## src/rtl/vram_arbiter.sv

```systemverilog
`default_nettype none
// ============================================================================
// Module   : vram_arbiter
// Summary  : Single-port video RAM arbiter. Video reads pass straight through;
//            CPU accesses wait in a one-entry hold register for a free cycle.
// Revision : 1.0 - initial release
// ============================================================================
module vram_arbiter #(
  parameter int STALL_W = 8
) (
  input  logic               clk_pixel,
  input  logic               reset,
  input  logic               vid_en,
  input  logic [15:0]        vid_addr,
  output logic [7:0]         vid_din,
  input  logic               cpu_req,
  input  logic               cpu_we,
  input  logic [15:0]        cpu_addr,
  input  logic [7:0]         cpu_wdata,
  output logic [7:0]         cpu_rdata,
  output logic               cpu_ack,
  output logic [STALL_W-1:0] stall_count,
  output logic               ram_en,
  output logic               ram_we,
  output logic [15:0]        ram_addr,
  output logic [7:0]         ram_wdata,
  input  logic [7:0]         ram_rdata
);

  typedef enum logic [1:0] {
    ST_IDLE = 2'd0,
    ST_PEND = 2'd1,
    ST_CAPT = 2'd2
  } state_t;

  localparam logic [STALL_W-1:0] STALL_MAX = {STALL_W{1'b1}};
  localparam logic [STALL_W-1:0] STALL_ONE = {{(STALL_W-1){1'b0}}, 1'b1};

  state_t               state_q, state_d;
  logic                 hold_we_q, hold_we_d;
  logic [15:0]          hold_addr_q, hold_addr_d;
  logic [7:0]           hold_wdata_q, hold_wdata_d;
  logic                 cpu_ack_q, cpu_ack_d;
  logic [7:0]           cpu_rdata_q, cpu_rdata_d;
  logic [STALL_W-1:0]   stall_q, stall_d;
  logic                 cpu_issue;

  always_comb begin
    state_d      = state_q;
    hold_we_d    = hold_we_q;
    hold_addr_d  = hold_addr_q;
    hold_wdata_d = hold_wdata_q;
    cpu_ack_d    = 1'b0;
    cpu_rdata_d  = cpu_rdata_q;
    stall_d      = stall_q;
    cpu_issue    = 1'b0;
    case (state_q)
      ST_IDLE: begin
        // The ack cycle must not re-accept the request that is just finishing.
        if (cpu_req && !cpu_ack_q) begin
          hold_we_d    = cpu_we;
          hold_addr_d  = cpu_addr;
          hold_wdata_d = cpu_wdata;
          state_d      = ST_PEND;
        end
      end
      ST_PEND: begin
        if (!vid_en) begin
          cpu_issue = 1'b1;
          state_d   = ST_CAPT;
        end else if (stall_q != STALL_MAX) begin
          stall_d = stall_q + STALL_ONE;
        end
      end
      ST_CAPT: begin
        if (!hold_we_q) begin
          cpu_rdata_d = ram_rdata;
        end
        cpu_ack_d = 1'b1;
        state_d   = ST_IDLE;
      end
      default: state_d = ST_IDLE;
    endcase
  end

  // A pending access caught by reset must never reach the RAM.
  always_comb begin
    ram_en    = 1'b0;
    ram_we    = 1'b0;
    ram_addr  = hold_addr_q;
    ram_wdata = 8'h00;
    if (vid_en) begin
      ram_en   = 1'b1;
      ram_addr = vid_addr;
    end else if (cpu_issue && !reset) begin
      ram_en    = 1'b1;
      ram_we    = hold_we_q;
      ram_addr  = hold_addr_q;
      ram_wdata = hold_wdata_q;
    end
  end

  always_ff @(posedge clk_pixel) begin
    if (reset) begin
      state_q      <= ST_IDLE;
      hold_we_q    <= 1'b0;
      hold_addr_q  <= 16'h0000;
      hold_wdata_q <= 8'h00;
      cpu_ack_q    <= 1'b0;
      cpu_rdata_q  <= 8'h00;
      stall_q      <= '0;
    end else begin
      state_q      <= state_d;
      hold_we_q    <= hold_we_d;
      hold_addr_q  <= hold_addr_d;
      hold_wdata_q <= hold_wdata_d;
      cpu_ack_q    <= cpu_ack_d;
      cpu_rdata_q  <= cpu_rdata_d;
      stall_q      <= stall_d;
    end
  end

  assign vid_din     = ram_rdata;
  assign cpu_ack     = cpu_ack_q;
  assign cpu_rdata   = cpu_rdata_q;
  assign stall_count = stall_q;

endmodule
`default_nettype wire
```

## config.mk

```make
export PLATFORM = sky130hd
export DESIGN_NAME = vram_arbiter
export DESIGN_NICKNAME = d
export VERILOG_FILES = /design/src/rtl/vram_arbiter.sv
export SDC_FILE = /design/constraint.sdc
export NUM_CORES = 1
export LEC_CHECK = 0
export BUFFER_PORTS_ARGS = -buffer_cell sky130_fd_sc_hd__buf_2
export CAP_MARGIN = 30
export CORE_MARGIN = 4
export CORE_UTILIZATION = 40
export CTS_BUF_LIST = sky130_fd_sc_hd__clkbuf_16
export DETAILED_ROUTE_END_ITERATION = 7
export GPL_TIMING_DRIVEN = 0
export PLACE_DENSITY = 0.78
export SLEW_MARGIN = 20
export SYNTH_ARGS = -nofsm -noshare
export SYNTH_HDL_FRONTEND = slang
export SYNTH_SLANG_ARGS = --single-unit
```

## constraint.sdc

```tcl
create_clock -name clk_pixel -period 1.45 [get_ports clk_pixel]
set_input_delay 0.29 -clock clk_pixel [delete_from_list [all_inputs] [get_ports clk_pixel]]
set_output_delay 0.29 -clock clk_pixel [all_outputs]
set_load 0.1 [all_outputs]
```

==> impl_metrics.py <==
metrics = {
    "floorplanning": {
        "die_h_um": 78.6,
        "design.core.area_mm2": 0.00479,
        "row_count": 25,
        "die_area_mm2": 0.00617,
        "die_w_um": 78.6,
        "num_io_pins": 104,
        "initial_core_util_pct": 41.6,
    },
    "timing": {
        "setup_viol": 34,
        "clock.fmax_mhz": 542,
        "drv_slew": 0,
        "fin_skew_ns": 0.00689,
        "grt_setup_unrepaired": "yes",
        "post-route-period-util_pct": 127,
        "slew_headroom_pct": 62.2,
        "final_critical_path_setup_slack_ns": -0.396,
        "fin_crit_ns": 1.85,
        "tightest_slew_ns": 0.568,
        "final-hold-violation-count": 0,
    },
    "route": {
        "drc": 0,
        "drt_pre_antenna_iters": 4,
        "via_per_inst": 4.99,
        "dr.first_iter.drc_count": 81,
        "wl_per_cell_um": 15.5,
        "routed_wirelength_um": 6510,
        "num_vias": 2089,
        "ant_nets": 0,
    },
    "finish": {
        "n_fill_cell": 304,
        "fin_cells": 419,
        "syn2layout_area_growth_pct": 79.2,
        "multi_input_area_mm2": 0.00118,
        "regArea_um2": 920,
        "fin_nets": 405,
        "drive_gt1_share_pct": 59.7,
        "n_antenna_cell": 0,
        "utilization_pct": 74.6,
    },
    "run_status": {
        "violations": "setup timing",
        "run_status": "finished with violations",
    },
    "setup_path": {
        "cp-end-kind": "output pin",
        "cp_max_fo": 3,
        "reg2reg_to": "hold_we_q$_SDFFE_PP0P_",
        "critical_path_arrival_ns": 1.56,
        "critPathRequiredTime_ns": 1.16,
        "critPathLaunchType": "flip-flop",
        "setup.worst_path.class": "flip-flop to output pin",
        "r2r_start": "state_q[1]$_SDFFE_PP0P_",
        "reg2reg_depth": 5,
        "rrSetupSlack_ns": -0.09,
    },
    "power": {
        "leakage_nw": 1.58,
        "ir_drop_mv": 0.761,
        "pwr_density_cell_mw_per_mm2": 987,
    },
    "worst_hold_path": {
        "hold_end": "hold_wdata_q[0]$_SDFFE_PP0P_",
        "hold-path-cell-count": 3,
        "worstHoldPathType": "primary input to flip-flop",
        "hold_start": "cpu_wdata[0]",
    },
    "yosys": {
        "ys_ff_latch": 44,
        "yosys_warnings": 0,
        "syn_inst": 226,
        "synth_cell_type_count": 36,
        "syn_area_mm2": 0.00199,
        "avgSynthCellArea_um2": 8.81,
        "yosysSeqAreaShare_pct": 44.2,
        "syn_nets": 280,
    },
    "global_routing": {
        "grt_first_pass_wirelength_um": 9800,
        "grt_pass1_vias": 2072,
        "overflow": 0,
        "grt_max_degree": 14,
        "antenna_found_initial": 0,
        "track_usage_pct": 20.2,
    },
    "cts": {
        "ctsHoldBuffers": 0,
        "clk_pin_slew_ns": 0.06,
        "clock_sinks": 44,
        "clk_path_buf_depth": 2,
        "clk-insertion-delay-late_ns": 0.29,
        "cts-root-buf": "clkbuf_16",
        "htreeDepth": 2,
        "cts_tree": "yes",
        "cts_made_buffers": 5,
    },
    "placement": {
        "place_hpwl_um": 3990,
        "dpl.cell_count": 395,
        "gp_congestion": 0.746,
        "io_buffers": 102,
    },
    "flow_run": {
        "cap_violations": 0,
    },
}
==> cells in the final DEF (no fill, tap or decap), types with 2 or more instances in the layout <==
cell type	n
buf_2	75
nand2_1	35
dfxtp_1	33
buf_12	24
a21oi_1	21
buf_4	17
nand2_2	17
mux2_4	16
nor2_1	15
buf_6	12
dfxtp_4	10
and2_4	9
mux2i_1	9
a21oi_2	8
clkbuf_16	5
clkbuf_1	4
a211oi_1	4
buf_8	3
nand4_1	3
xnor2_1	2
nor3_1	2
==> registers in the layout, indices dropped and copies added (netlist names) <==
signal,count
hold_addr_q,16
stall_count,8
cpu_rdata,8
hold_we_q,1
hold_wdata_q,8
state_q,2
cpu_ack,1
==> repair_timing <==
| action | in CTS | in global routing |
|---|---|---|
| resized for setup | 107 | 47 |
| cloned | 4 | 0 |
| setup endpoints to repair | 45 | 53 |
| setup buffers | 10 | 4 |
| pin swaps | 3 | 3 |
| hold endpoints to repair | 0 | 0 |
==> power by group <==
| part | internal, W | switching [W] | leakage (nW) |
|---|---|---|---|
| combinational | 0.000429 | 0.000703 | 1.14 |
| clock | 0.000628 | 0.000471 | 0.0730 |
| sequential | 0.00125 | 0.0000411 | 0.367 |
==> cells by family (layout without fill, tap and decap cells) <==
group | count (synthesis) | count (layout) | share of synthesized area [%]
buffers and inverters | 20 | 146 | 6.34
AOI/OAI and AO/OA | 38 | 38 | 10.8
adders and majority gates | 1 | 1 | 0.628
and+or+nand+nor | 95 | 95 | 23.1
xor gates and xnor gates | 3 | 3 | 1.32
DFF | 44 | 44 | 44.2
muxes | 25 | 25 | 13.6
==> worst max-delay path, stage by stage (launching register included) <==
cell	delay (ns)
dfxtp_4	0.34
or2b_4	0.27
nor3_4	0.18
buf_4	0.16
and2_4	0.15
buf_12	0.17
==> worst max-delay path by stage <==
stage                                  from           end  slack (ns)  cells after the start
finish              state_q[0]$_SDFFE_PP0P_        ram_we       -0.40                      5
global route        state_q[0]$_SDFFE_PP0P_  ram_wdata[4]       -0.43                      5
CTS                 state_q[0]$_SDFFE_PP0P_  ram_wdata[7]       -0.37                      5
detailed placement  state_q[0]$_SDFFE_PP0P_        ram_we       -0.56                      4
global placement    state_q[0]$_SDFFE_PP0P_        ram_we       -0.54                      4
floorplan           state_q[0]$_SDFFE_PP0P_  ram_wdata[0]       -0.19                      3
==> routing by layer <==
metal	global-route usage (%)	vias up	wire length, um
li1	-	1015	-
met2	37.9	82	3530
met1	21.6	972	2420
met5	0	-	0
met3	5.05	20	399
met4	6.99	0	160
==> cell type report <==
cell class                      count  area share, %
Clock inverter                      3          0.386
Tap cell                           67           2.35
Multi-Input combinational cell    162           33.2
Clock buffer                        5           3.51
Sequential cell                    44           25.8
Timing Repair Buffer              119           30.6
Buffer                             19           4.24
==> synthesized netlist by cell type <==
library cell	instances	area share [%]
o21a_1	1	0.38
buf_4	8	3.0
nand4b_1	1	0.44
mux2i_1	9	4.5
nor4b_4	1	1.2
xnor2_1	2	0.88
nand3b_1	1	0.38
nor2_1	16	3.0
a41oi_1	1	0.44
nor2_4	1	0.57
xor2_1	1	0.44
o21ai_0	1	0.25
a21oi_1	28	7.0
or4b_1	1	0.50
nand2b_1	1	0.31
nand4_1	3	0.94
nand2_1	52	9.8
buf_6	2	1.1
and3b_1	1	0.44
or4_1	1	0.38
a211oi_1	4	1.5
buf_1	1	0.19
clkbuf_1	4	0.75
and4_1	1	0.44
nor3_2	1	0.50
buf_2	5	1.3
o31ai_1	1	0.38
ha_1	1	0.63
nand3_1	2	0.50
and2_1	9	2.8
nor3_1	2	0.50
dfxtp_1	44	44
o21bai_1	1	0.38
or2b_1	1	0.38
a21oi_2	1	0.44
mux2_2	16	9.0
==> per-stage QoR <==
step	setup TNS, ns	power, W	cell area [um2]	hold slack, ns	setup WS (ns)
2_1_floorplan	-2.17	0.00201	2140	0.426	-0.185
3_3_place_gp	-9.03	0.00217	2730	0.443	-0.542
3_5_place_dp	-9.50	0.00218	2730	0.448	-0.557
4_1_cts	-4.00	0.00343	3370	0.237	-0.372
5_1_grt	-6.32	0.00363	3570	0.251	-0.434
6_report	-5.04	0.00352	3570	0.239	-0.396
(Power assumes the default switching activity.)
